$ cat src/rtl/ycbcr_frame_ctrl_if.sv
// Signal bundle between the YCbCr frame sequencer and its source, converter and sink.
// The frame_cnt signal exists only when YCBCR_FRAME_CNT_EN is defined.
interface ycbcr_frame_ctrl_if #(
  parameter int unsigned DATA_WIDTH = 8
);
  logic                      start;
  logic                      busy;
  logic                      done;
  logic                      s_valid;
  logic                      s_ready;
  logic [3*DATA_WIDTH-1:0]   s_data;
  logic                      conv_enable;
  logic [3*DATA_WIDTH-1:0]   conv_rgb;
  logic [3*DATA_WIDTH-1:0]   conv_ycbcr;
  logic                      m_valid;
  logic                      m_ready;
  logic [3*DATA_WIDTH-1:0]   m_data;
  logic                      m_sof;
  logic                      m_eol;
  logic                      m_eof;
`ifdef YCBCR_FRAME_CNT_EN
  logic [15:0]               frame_cnt;
`endif

  modport slave (
    input  start, s_valid, s_data, conv_ycbcr, m_ready,
    output busy, done, s_ready, conv_enable, conv_rgb,
           m_valid, m_data, m_sof, m_eol, m_eof
`ifdef YCBCR_FRAME_CNT_EN
    , output frame_cnt
`endif
  );

  modport master (
    output start, s_valid, s_data, conv_ycbcr, m_ready,
    input  busy, done, s_ready, conv_enable, conv_rgb,
           m_valid, m_data, m_sof, m_eol, m_eof
`ifdef YCBCR_FRAME_CNT_EN
    , input frame_cnt
`endif
  );
endinterface

$ cat src/rtl/ycbcr_frame_ctrl.sv
// Frame sequencer around an external RGB->YCbCr converter: pipeline advance,
// valid/sideband tracking, sof/eol/eof tagging. YCBCR_FRAME_CNT_EN adds frame_cnt.
module ycbcr_frame_ctrl #(
  parameter int unsigned DATA_WIDTH = 8,
  parameter int unsigned IMG_W      = 640,
  parameter int unsigned IMG_H      = 480,
  parameter int unsigned CONV_LAT   = 1
) (
  input  logic                 clk,
  input  logic                 rst,
  ycbcr_frame_ctrl_if.slave    bus
);

  localparam int unsigned PW = 3 * DATA_WIDTH;
  localparam int unsigned XW = (IMG_W > 1) ? $clog2(IMG_W) : 1;
  localparam int unsigned YW = (IMG_H > 1) ? $clog2(IMG_H) : 1;

  typedef enum logic [1:0] {IDLE, RUN, DRAIN, DONE_ST} state_t;

  typedef struct packed {
    logic eof;
    logic eol;
    logic sof;
  } sb_t;

  state_t              state, state_nxt;
  logic [XW-1:0]       x_cnt;
  logic [YW-1:0]       y_cnt;
  logic [CONV_LAT-1:0] vld_q;
  sb_t                 sb_q [CONV_LAT];
  sb_t                 sb_in;
  logic                busy_q, done_q;
  logic                adv, s_ready_c, accept, x_last, y_last, m_valid;
  logic [PW-1:0]       pix_c;

  assign m_valid = vld_q[CONV_LAT-1];
  assign adv     = !m_valid || bus.m_ready;
  assign x_last  = (x_cnt == XW'(IMG_W - 1));
  assign y_last  = (y_cnt == YW'(IMG_H - 1));

  // Sideband for the pixel being accepted this cycle
  always_comb begin
    sb_in     = '0;
    sb_in.sof = accept && (x_cnt == '0) && (y_cnt == '0);
    sb_in.eol = accept && x_last;
    sb_in.eof = accept && x_last && y_last;
  end

  always_ff @(posedge clk) begin
    if (rst) state <= IDLE;
    else     state <= state_nxt;
  end

  always_comb begin
    state_nxt = state;
    s_ready_c = 1'b0;
    accept    = 1'b0;
    case (state)
      IDLE:    if (bus.start) state_nxt = RUN;
      RUN: begin
        s_ready_c = adv;
        accept    = bus.s_valid && adv;
        if (accept && x_last && y_last) state_nxt = DRAIN;
      end
      DRAIN:   if (m_valid && bus.m_ready && sb_q[CONV_LAT-1].eof) state_nxt = DONE_ST;
      DONE_ST: state_nxt = IDLE;
      default: state_nxt = IDLE;
    endcase
  end

  always_ff @(posedge clk) begin
    if (rst) begin
      busy_q <= 1'b0;
      done_q <= 1'b0;
    end else begin
      busy_q <= (state_nxt != IDLE);
      done_q <= (state_nxt == DONE_ST);
    end
  end

  // Raster position of the next pixel to be accepted
  always_ff @(posedge clk) begin
    if (rst) begin
      x_cnt <= '0;
      y_cnt <= '0;
    end else if (state == IDLE && bus.start) begin
      x_cnt <= '0;
      y_cnt <= '0;
    end else if (accept) begin
      if (x_last) begin
        x_cnt <= '0;
        y_cnt <= y_last ? '0 : y_cnt + YW'(1);
      end else begin
        x_cnt <= x_cnt + XW'(1);
      end
    end
  end

  // Valid/sideband delay line matching the converter, frozen on backpressure
  always_ff @(posedge clk) begin
    if (rst) begin
      vld_q <= '0;
      for (int unsigned i = 0; i < CONV_LAT; i++) sb_q[i] <= '0;
    end else if (adv) begin
      vld_q[0] <= accept;
      sb_q[0]  <= sb_in;
      for (int unsigned i = 1; i < CONV_LAT; i++) begin
        vld_q[i] <= vld_q[i-1];
        sb_q[i]  <= sb_q[i-1];
      end
    end
  end

`ifdef YCBCR_FRAME_CNT_EN
  logic [15:0] frame_cnt_q;
  always_ff @(posedge clk) begin
    if (rst)                         frame_cnt_q <= '0;
    else if (state_nxt == DONE_ST)   frame_cnt_q <= frame_cnt_q + 16'd1;
  end
  assign bus.frame_cnt = frame_cnt_q;
`endif

  assign pix_c           = bus.s_data;
  assign bus.conv_rgb    = pix_c;
  assign bus.conv_enable = adv;
  assign bus.s_ready     = s_ready_c;
  assign bus.busy        = busy_q;
  assign bus.done        = done_q;
  assign bus.m_valid     = m_valid;
  assign bus.m_data      = bus.conv_ycbcr;
  assign bus.m_sof       = sb_q[CONV_LAT-1].sof;
  assign bus.m_eol       = sb_q[CONV_LAT-1].eol;
  assign bus.m_eof       = sb_q[CONV_LAT-1].eof;

endmodule

$ cat src/flat_wrapper.sv
// flat-port wrapper written by rule: the top's interface ports become plain ports
module ycbcr_frame_ctrl_flat 
#(
  parameter int unsigned DATA_WIDTH = 8,
  parameter int unsigned IMG_W      = 640,
  parameter int unsigned IMG_H      = 480,
  parameter int unsigned CONV_LAT   = 1
)
  (clk, rst, bus_start, bus_s_valid, bus_s_data, bus_conv_ycbcr, bus_m_ready, bus_busy, bus_done, bus_s_ready, bus_conv_enable, bus_conv_rgb, bus_m_valid, bus_m_data, bus_m_sof, bus_m_eol, bus_m_eof);
  ycbcr_frame_ctrl_if #(.DATA_WIDTH(DATA_WIDTH)) bus_i ();
  input  logic clk;
  input  logic rst;
  input wire logic [$bits(bus_i.start)-1:0] bus_start;
  input wire logic [$bits(bus_i.s_valid)-1:0] bus_s_valid;
  input wire logic [$bits(bus_i.s_data)-1:0] bus_s_data;
  input wire logic [$bits(bus_i.conv_ycbcr)-1:0] bus_conv_ycbcr;
  input wire logic [$bits(bus_i.m_ready)-1:0] bus_m_ready;
  output wire logic [$bits(bus_i.busy)-1:0] bus_busy;
  output wire logic [$bits(bus_i.done)-1:0] bus_done;
  output wire logic [$bits(bus_i.s_ready)-1:0] bus_s_ready;
  output wire logic [$bits(bus_i.conv_enable)-1:0] bus_conv_enable;
  output wire logic [$bits(bus_i.conv_rgb)-1:0] bus_conv_rgb;
  output wire logic [$bits(bus_i.m_valid)-1:0] bus_m_valid;
  output wire logic [$bits(bus_i.m_data)-1:0] bus_m_data;
  output wire logic [$bits(bus_i.m_sof)-1:0] bus_m_sof;
  output wire logic [$bits(bus_i.m_eol)-1:0] bus_m_eol;
  output wire logic [$bits(bus_i.m_eof)-1:0] bus_m_eof;
  assign bus_i.start = bus_start;
  assign bus_i.s_valid = bus_s_valid;
  assign bus_i.s_data = bus_s_data;
  assign bus_i.conv_ycbcr = bus_conv_ycbcr;
  assign bus_i.m_ready = bus_m_ready;
  assign bus_busy = bus_i.busy;
  assign bus_done = bus_i.done;
  assign bus_s_ready = bus_i.s_ready;
  assign bus_conv_enable = bus_i.conv_enable;
  assign bus_conv_rgb = bus_i.conv_rgb;
  assign bus_m_valid = bus_i.m_valid;
  assign bus_m_data = bus_i.m_data;
  assign bus_m_sof = bus_i.m_sof;
  assign bus_m_eol = bus_i.m_eol;
  assign bus_m_eof = bus_i.m_eof;
  ycbcr_frame_ctrl #(.DATA_WIDTH(DATA_WIDTH), .IMG_W(IMG_W), .IMG_H(IMG_H), .CONV_LAT(CONV_LAT)) u_core (.clk(clk), .rst(rst), .bus(bus_i));
endmodule
$ cat config.mk
export PLATFORM = sky130hd
export DESIGN_NAME = ycbcr_frame_ctrl_flat
export DESIGN_NICKNAME = d
export VERILOG_FILES = /design/src/rtl/ycbcr_frame_ctrl_if.sv /design/src/rtl/ycbcr_frame_ctrl.sv /design/src/flat_wrapper.sv
export SDC_FILE = /design/constraint.sdc
export NUM_CORES = 1
export LEC_CHECK = 0
export CORE_MARGIN = 3
export CORE_UTILIZATION = 40
export DETAILED_ROUTE_END_ITERATION = 8
export GPL_ROUTABILITY_DRIVEN = 1
export PLACE_DENSITY = 0.95
export RECOVER_POWER = 100
export SYNTH_ARGS = -nofsm -noshare
export SYNTH_HDL_FRONTEND = slang
export SYNTH_SLANG_ARGS = --single-unit
$ cat constraint.sdc
create_clock -name clk -period 5.7 [get_ports clk]
set_clock_uncertainty 0.2 [all_clocks]
set_input_delay 1.14 -clock clk [delete_from_list [all_inputs] [get_ports clk]]
set_output_delay 1.14 -clock clk [all_outputs]
set_load 0.03 [all_outputs]
==> qor_table.md, run 1 <==
| Parameter | Reported | Unit |
| --- | --- | --- |
| Min-Delay Path Depth | 2 | - |
| Critical path's largest stage delay | 0.72 | ns |
| Net Switching | 0.07669 | mW |
| Remaining DRCs | 0 | - |
| Cell with the largest stage delay on the worst path | sky130_fd_sc_hd__dlygate4sd3_1 | - |
| Highest Clock Rate | 205.8 | MHz |
| Maximum fanout along the worst path | 17 | - |
| Starting density of the core | 0.4247 | - |
| Number of H-tree levels | 1 | - |
| Leading cell types in the layout, fill and taps excluded | sky130_fd_sc_hd__dfxtp_1, sky130_fd_sc_hd__a21oi_1, sky130_fd_sc_hd__nand2_1, sky130_fd_sc_hd__or4_1 | - |
| Post-DP HPWL | 2.325 | mm |
| Data required, critical path | 4.36 | ns |
| Core Box Area | 4086 | sq um |
| Count of hold buffers inserted by post-cts repair | 0 | - |
| Comb pwr share | 0.086 | - |
| Final Routed Wirelength | 3.082 | mm |
| Stages on the worst setup path | 6 | - |
| Tmin final | 4.860 | ns |
| Critical path launch point | bus_m_ready | - |
| Horizontal die dimension | 71.87 | um |
| Cells taking the most area after synthesis | sky130_fd_sc_hd__dfxtp_1, sky130_fd_sc_hd__buf_4, sky130_fd_sc_hd__a21oi_1 | - |
| Post-synthesis instance area | 1735 | sq um |
| Crit start category | input port | - |
| Avg Synthesized Cell Area | 8.384 | sq um |
| Number of cells produced by synthesis | 207 | - |
| Crit path capture type | output pin | - |
| Total of endpoints with negative setup slack in the final report | 0 | - |
| Initial antenna violation count | 0 | - |
| Warning count from the yosys run | 0 | - |
| Post-detailed-route count of antenna-violating nets | 0 | - |
| Total via count in the routed design | 1294 | - |
| Reg clk slew, reported paths | 0.09 | ns |
| Total instance count after detailed placement | 216 | - |
| Static leakage power | 0.5042 | nW |
| Register-to-Register Path Depth | 4 | - |
| Post-detailed-route wirelength per cell | 14.01 | um |
| Gr usage total | 0.1224 | - |
| Internal power of the cells | 0.2523 | mW |
| Sw Ratio | 0.2331 | - |
| Hold path startpoint | u_core.x_cnt[1]$_SDFFE_PP0P_ | - |
| Die height | 71.87 | um |
| Worst slew slack as a fraction of its limit | 0.2539 | - |
| Net count of the mapped netlist | 264 | - |
| Largest net degree at the start of global routing | 18 | - |
| Number of distinct library cells after synthesis | 40 | - |
| Die outline area | 5165 | sq um |
| Count of buffers inserted at the top-level ports | 12 | - |
| Run status | finished, final reports clean | - |
| Proportion of power drawn by the clock network | 0.319 | - |
| Minimum hold slack | 0.2921 | ns |
| Standard-cell row count | 23 | - |
| Portion of the post-synthesis area used by sequential elements | 0.3288 | - |
| Setup repair after global routing missed its margin | no | - |
| Global-route wire length before repair | 5.257 | mm |
| Final-report hold violation count | 0 | - |
| Power density over the cells | 208.2 | nW/um^2 |
| Post-synth top area cell | sky130_fd_sc_hd__dfxtp_1 | - |
| Clock insertion delay at the later pin of the skew report | 0.27 | ns |
| Family with the most delay on the worst path | buffers and inverters | - |
| Number of DRC markers after the initial detailed-route iteration | 107 | - |
| TritonCTS clock tree | built | - |
| Post-CTS Setup Bufs | 0 | - |
| Buf/Inv on CP | 4 | - |
| Weighted congestion at the end of routability-driven global placement | 0.8623 | - |
| Launch instance of the worst register-to-register path | u_core.x_cnt[6]$_SDFFE_PP0P_ | - |
| Final Non-Filler Cells | 220 | - |
| Area Overhead vs Synth | -8.940 | % |
| Final critical-path share of the clock period | 0.8526 | - |
| Worst path setup slack after routing | 0.8400 | ns |
| Slew at the pin closest to its max-slew limit | 1.107 | ns |
| Sequential power share | 0.595 | - |
| Remaining Overflow, GRT | 0 | - |
| Count of pins on the block boundary | 109 | - |
| Post-layout nets | 228 | - |
| Setup CP Type | in -> out | - |
| Final total negative setup slack | 0 | ns |
| Portion of synthesized cell area occupied by the leading cell type | 0.2769 | - |
| Peak supply drop | 0.08584 | mV |
| Clk sinks | 27 | - |
| Max-slew violation count | 0 | - |
| Post-Place Worst Slack | 1.076 | ns |
| Worst path arrival time | 3.52 | ns |
| Total CTS buffers | 3 | - |
| Most common cell after layout, fill and taps aside | sky130_fd_sc_hd__dfxtp_1 | - |
| Share of final-layout standard cells stronger than drive strength 1 | 0.06471 | - |
| # diodes | 0 | - |
| Number of detailed-routing iterations run before antenna repair | 4 | - |
| Max-cap violations | 0 | - |
| Worst min-delay path category | reg -> reg | - |
| Maximum root-to-sink buffer count | 2 | - |
| CP Cell Sequence | dlygate4sd3_1, nor2b_1, inv_1, nand2_1, inv_1, dlygate4sd3_1 | - |
| Post-cts gate resize count | 0 | - |
| Cell at the root of the clock tree | sky130_fd_sc_hd__clkbuf_8 | - |
| Vias/cell | 5.882 | - |
| Post-synthesis register bit count | 27 | - |
| Via count of the first global-routing pass | 1217 | - |
| Utilization of the core after routing | 0.3867 | - |
[final timing paths]
check                            endpoint  slack (ns)
min          u_core.x_cnt[1]$_SDFFE_PP0P_        0.29
min reg2reg  u_core.x_cnt[1]$_SDFFE_PP0P_        0.29
max                           bus_s_ready        0.84
max reg2reg  u_core.x_cnt[2]$_SDFFE_PP0P_        2.89
[routing by layer]
metal,share of wire,vias up,global-route usage
met3,0.089,14,0.04488
met5,0,-,0
met4,0.016,0,0.03967
li1,-,623,-
met1,0.42,609,0.1484
met2,0.47,48,0.2010
[worst reg2reg max path, delay by kind of cell (launching register included)]
kind               cells  cell delay, ns
AOI/OAI and AO/OA      1            1.07
DFF                    1            0.47
and+or+nand+nor        3            0.92
[synthesized netlist by cell type]
cell type,instances
sky130_fd_sc_hd__nand2b_1,3
sky130_fd_sc_hd__a21oi_2,1
sky130_fd_sc_hd__nor3_1,2
sky130_fd_sc_hd__or4_1,11
sky130_fd_sc_hd__and4bb_2,1
sky130_fd_sc_hd__nand4_1,6
sky130_fd_sc_hd__a21oi_1,18
sky130_fd_sc_hd__o21ai_0,6
sky130_fd_sc_hd__o21ai_2,1
sky130_fd_sc_hd__ha_1,4
sky130_fd_sc_hd__and4b_1,1
sky130_fd_sc_hd__inv_2,1
sky130_fd_sc_hd__and2b_1,1
sky130_fd_sc_hd__edfxtp_1,3
sky130_fd_sc_hd__and3_1,1
sky130_fd_sc_hd__or2_2,1
sky130_fd_sc_hd__inv_1,7
sky130_fd_sc_hd__nand2_1,11
sky130_fd_sc_hd__nand4bb_1,1
sky130_fd_sc_hd__clkbuf_1,4
sky130_fd_sc_hd__a211oi_1,1
sky130_fd_sc_hd__buf_2,1
sky130_fd_sc_hd__dfxtp_1,24
sky130_fd_sc_hd__or4_4,1
sky130_fd_sc_hd__nand3_1,10
sky130_fd_sc_hd__or3_1,3
sky130_fd_sc_hd__nor2_1,7
sky130_fd_sc_hd__and2_1,1
sky130_fd_sc_hd__buf_4,48
sky130_fd_sc_hd__nor2b_1,2
sky130_fd_sc_hd__xor2_1,2
sky130_fd_sc_hd__a31oi_1,1
sky130_fd_sc_hd__nor4_1,5
sky130_fd_sc_hd__nand4b_1,1
sky130_fd_sc_hd__or3_2,1
sky130_fd_sc_hd__and4_2,1
sky130_fd_sc_hd__o31ai_1,10
sky130_fd_sc_hd__a21o_1,1
sky130_fd_sc_hd__xnor2_1,2
sky130_fd_sc_hd__and4_1,1
[area by class of cell]
class | count | area, sq um
clock buffer | 3 | 41.29
clock inverter | 1 | 5.005
fill | 416 | 2506
inverter | 8 | 30.03
multi-input combinational | 119 | 750.7
sequential | 27 | 570.5
tap | 50 | 62.56
timing repair buffer | 12 | 120.1
[per-stage QoR]
stage               total power [mW]  instance area (sq um)
floorplan                     0.2814                   1735
global placement              0.2290                   1538
detailed placement            0.2298                   1538
CTS                           0.3329                   1584
global route                  0.3381                   1580
finish                        0.3289                   1580
[sequential cells by signal (all words and copies together) (netlist names)]
signal              count
u_core.bus.busy         1
u_core.bus.done         1
u_core.bus.m_valid      1
u_core.sb_q             3
u_core.state            2
u_core.x_cnt           10
u_core.y_cnt            9
[logic make-up after synthesis]
kind of cell	count (synthesis)	share of synthesized area
AO/OA/AOI/OAI	39	0.1348
XOR/XNOR	4	0.02019
adder cells (fa/ha/maj)	4	0.02884
buffers and inverters	61	0.2365
flip-flops	27	0.3288
AND/OR/NAND/NOR	72	0.2509
[power by group through the flow]
stage | clock network [mW] | registers, mW | logic (mW)
2_1_floorplan | 0 | 0.203 | 0.0785
3_5_place_dp | 0 | 0.200 | 0.0296
3_3_place_gp | 0 | 0.200 | 0.0290
6_report | 0.105 | 0.196 | 0.0284
4_1_cts | 0.107 | 0.196 | 0.0298
5_1_grt | 0.111 | 0.196 | 0.0308
Note: power is estimated with default switching activity, not from simulation.
==> run 2: changes to the inputs <==
Settings changed: CORE_UTILIZATION 40 to 65, DONT_BUFFER_PORTS set to 1, GPL_ROUTABILITY_DRIVEN 1 to not set, PLACE_DENSITY 0.95 to 0.91.
==> run 2 against run 1 <==
  * Global-route usage up 11 points
  * Clock-buffer cell count stayed put
  * Register-to-register slack lost 0.04 ns
  * Maximum frequency up 24%
  * Largest power group unchanged
  * Sequential power about the same
  * First-iteration DRC count fell by 17%
  * Utilization up 18 points
  * Clock power decreased by 21%
  * Cell area decreased by 10%
  * Via count increased by 1.3%
  * Wire length grew 21%
  * Combinational power fell by 37%
==> qor_table.md, run 2 (synthesized netlist as in run 1, its figures left out) <==
| Parameter | Reported | Unit | Delta |
| --- | --- | --- | --- |
| Top Registers | u_core.x_cnt: 10 flops, u_core.y_cnt: 9 flops, u_core.sb_q: 3 flops | - |  |
| Via count of the first global-routing pass | 1215 | - | -0.16% |
| Cell with the largest stage delay on the worst path | sky130_fd_sc_hd__nand2_1 | - |  |
| Global-route wire length before repair | 6.065 | mm | +15% |
| Post-cts gate resize count | 0 | - | unchanged |
| Worst path arrival time | 2.57 | ns | -0.95 ns |
| Critical path's largest stage delay | 0.45 | ns | -0.27 ns |
| Minimum hold slack | 0.3159 | ns | +0.02375 ns |
| Leading cell types in the layout, fill and taps excluded | sky130_fd_sc_hd__dfxtp_1, sky130_fd_sc_hd__a21oi_1, sky130_fd_sc_hd__nand2_1, sky130_fd_sc_hd__or4_1 | - |  |
| Power density over the cells | 211.7 | nW/um^2 | +1.7% |
| Total via count in the routed design | 1311 | - | +1.3% |
| Most repeated library cell on the critical path | sky130_fd_sc_hd__inv_1 | - |  |
| Final-report hold violation count | 0 | - | unchanged |
| Cell at the root of the clock tree | sky130_fd_sc_hd__clkbuf_4 | - |  |
| Count of buffers inserted at the top-level ports | 0 | - | -12 |
| Gr usage total | 0.2312 | - | +0.1087 |
| Peak supply drop | 0.1456 | mV | +70% |
| Die height | 57.67 | um | -20% |
| Starting density of the core | 0.6942 | - | +0.2695 |
| Maximum fanout along the worst path | 17 | - | unchanged |
| Static leakage power | 0.4336 | nW | -14% |
| Critical path launch point | bus_m_ready | - |  |
| Max-slew violation count | 0 | - | unchanged |
| Data required, critical path | 4.36 | ns | about the same |
| Total CTS buffers | 3 | - | unchanged |
| Initial antenna violation count | 0 | - | unchanged |
| Worst min-delay path category | reg -> reg | - |  |
| Run status | finished, final reports clean | - |  |
| Top register by number of flip-flops | u_core.x_cnt | - |  |
| Launch instance of the worst register-to-register path | u_core.x_cnt[1]$_SDFFE_PP0P_ | - |  |
| Register-to-Register Path Depth | 5 | - | +1 |
| Max FFs per register | 10 | - | unchanged |
| Final total negative setup slack | 0 | ns | unchanged |
| Number of DRC markers after the initial detailed-route iteration | 89 | - | -17% |
| Number of detailed-routing iterations run before antenna repair | 4 | - | unchanged |
| Post-layout nets | 216 | - | -5.3% |
| Tmin final | 3.912 | ns | -0.9481 ns |
| Post-DP HPWL | 2.912 | mm | +25% |
| Reg clk slew, reported paths | 0.15 | ns | +0.06 ns |
| Post-detailed-route count of antenna-violating nets | 0 | - | unchanged |
| Endpoint of the most critical register-to-register path | u_core.x_cnt[2]$_SDFFE_PP0P_ | - |  |
| Count of hold buffers inserted by post-cts repair | 0 | - | unchanged |
| Remaining Overflow, GRT | 0 | - | unchanged |
| Largest net degree at the start of global routing | 18 | - | unchanged |
| Crit start category | input port | - |  |
| Post-CTS Setup Bufs | 0 | - | unchanged |
| Most common cell after layout, fill and taps aside | sky130_fd_sc_hd__dfxtp_1 | - |  |
| Clk sinks | 27 | - | unchanged |
| Total of endpoints with negative setup slack in the final report | 0 | - | unchanged |
| Horizontal die dimension | 57.67 | um | -20% |
| # diodes | 0 | - | unchanged |
| Clock insertion delay at the later pin of the skew report | 0.34 | ns | +0.07 ns |
| Number of H-tree levels | 1 | - | unchanged |
| Count of pins on the block boundary | 109 | - | unchanged |
| Remaining DRCs | 0 | - | unchanged |
| Final critical-path share of the clock period | 0.6863 | - | -0.1663 |
| Flop2flop setup slack | 2.85 | ns | -0.04 ns |
| Area Overhead vs Synth | -18.38 | % |  |
| CP Cell Sequence | nor2b_1, inv_1, nand2_1, inv_1 | - |  |
| Final Non-Filler Cells | 188 | - | -15% |
| Core Box Area | 2500 | sq um | -39% |
| Worst slew slack as a fraction of its limit | 0.3043 | - | +0.05036 |
| End of the critical path | bus_s_ready | - |  |
| Vias/cell | 6.973 | - | +19% |
| TritonCTS clock tree | built | - |  |
| Setup CP Type | in -> out | - |  |
| Die outline area | 3326 | sq um | -36% |
| Max-cap violations | 0 | - | unchanged |
| Maximum root-to-sink buffer count | 2 | - | unchanged |
| Highest Clock Rate | 255.6 | MHz | +24% |
| Crit path capture type | output pin | - |  |
| Setup repair after global routing missed its margin | no | - |  |
| Standard-cell row count | 18 | - | -22% |
| Weighted congestion at the end of routability-driven global placement | 0.8285 | - | -3.9% |
| Final Routed Wirelength | 3.734 | mm | +21% |
| Slew at the pin closest to its max-slew limit | 1.033 | ns | -0.07475 ns |
| Total instance count after detailed placement | 184 | - | -15% |
| Share of final-layout standard cells stronger than drive strength 1 | 0.06962 | - | +0.004914 |
| Post-detailed-route wirelength per cell | 19.86 | um | +42% |
-- run 2: layer usage --
metal / share of wire / track usage / wire length (um) / up-vias
li1: - / - / - / 602
met1: 0.33 / 0.2500 / 1238 / 605
met2: 0.51 / 0.3968 / 1921 / 85
met3: 0.13 / 0.08241 / 473 / 19
met4: 0.027 / 0.1159 / 100 / 0
met5: 0 / 0 / 0 / -
-- run 2: report_power, final --
part / leakage [nW] / internal, mW / switching (mW)
registers: 0.231 / 0.194 / 0.00481
logic: 0.185 / 0.00450 / 0.0132
clock network: 0.0177 / 0.0264 / 0.0566
total: 0.434 / 0.225 / 0.0747
-- run 2: cell type report --
| type | instances | area, sq um |
|---|---|---|
| fillers | 218 | 1084 |
| multi-input cells | 119 | 750.7 |
| flip-flops and latches | 27 | 570.5 |
| well taps | 30 | 37.54 |
| inverters | 8 | 30.03 |
| clock buffers | 3 | 22.52 |
| clock inverters | 1 | 5.005 |
-- run 2: worst min-delay path by stage --
stage	startpoint	endpoint	slack, ns	cells past startpoint
2_1_floorplan	u_core.y_cnt[8]$_SDFFE_PP0P_	u_core.y_cnt[8]$_SDFFE_PP0P_	0.26	2
4_1_cts	u_core.y_cnt[8]$_SDFFE_PP0P_	u_core.y_cnt[8]$_SDFFE_PP0P_	0.32	2
5_1_grt	u_core.x_cnt[1]$_SDFFE_PP0P_	u_core.x_cnt[1]$_SDFFE_PP0P_	0.35	2
3_3_place_gp	u_core.y_cnt[8]$_SDFFE_PP0P_	u_core.y_cnt[8]$_SDFFE_PP0P_	0.27	2
3_5_place_dp	u_core.y_cnt[8]$_SDFFE_PP0P_	u_core.y_cnt[8]$_SDFFE_PP0P_	0.30	2
6_report	u_core.x_cnt[1]$_SDFFE_PP0P_	u_core.x_cnt[1]$_SDFFE_PP0P_	0.32	2
-- run 2: through the flow --
step                      power, mW    util  setup WS [ns]  cell area (sq um)
after floorplan              0.2814       -          1.986               1735
after global placement       0.2205  0.5571          1.913               1393
after detailed placement     0.2213  0.5571          1.839               1393
after CTS                    0.3012  0.5681          1.832               1420
after global routing         0.3126  0.5666          1.651               1416
final                        0.2999  0.5666          1.788               1416
-- run 2: critical path, delay by kind of cell --
kind,cells,cell delay (ns)
buffers and inverters,2,0.64
AND/OR/NAND/NOR,2,0.79
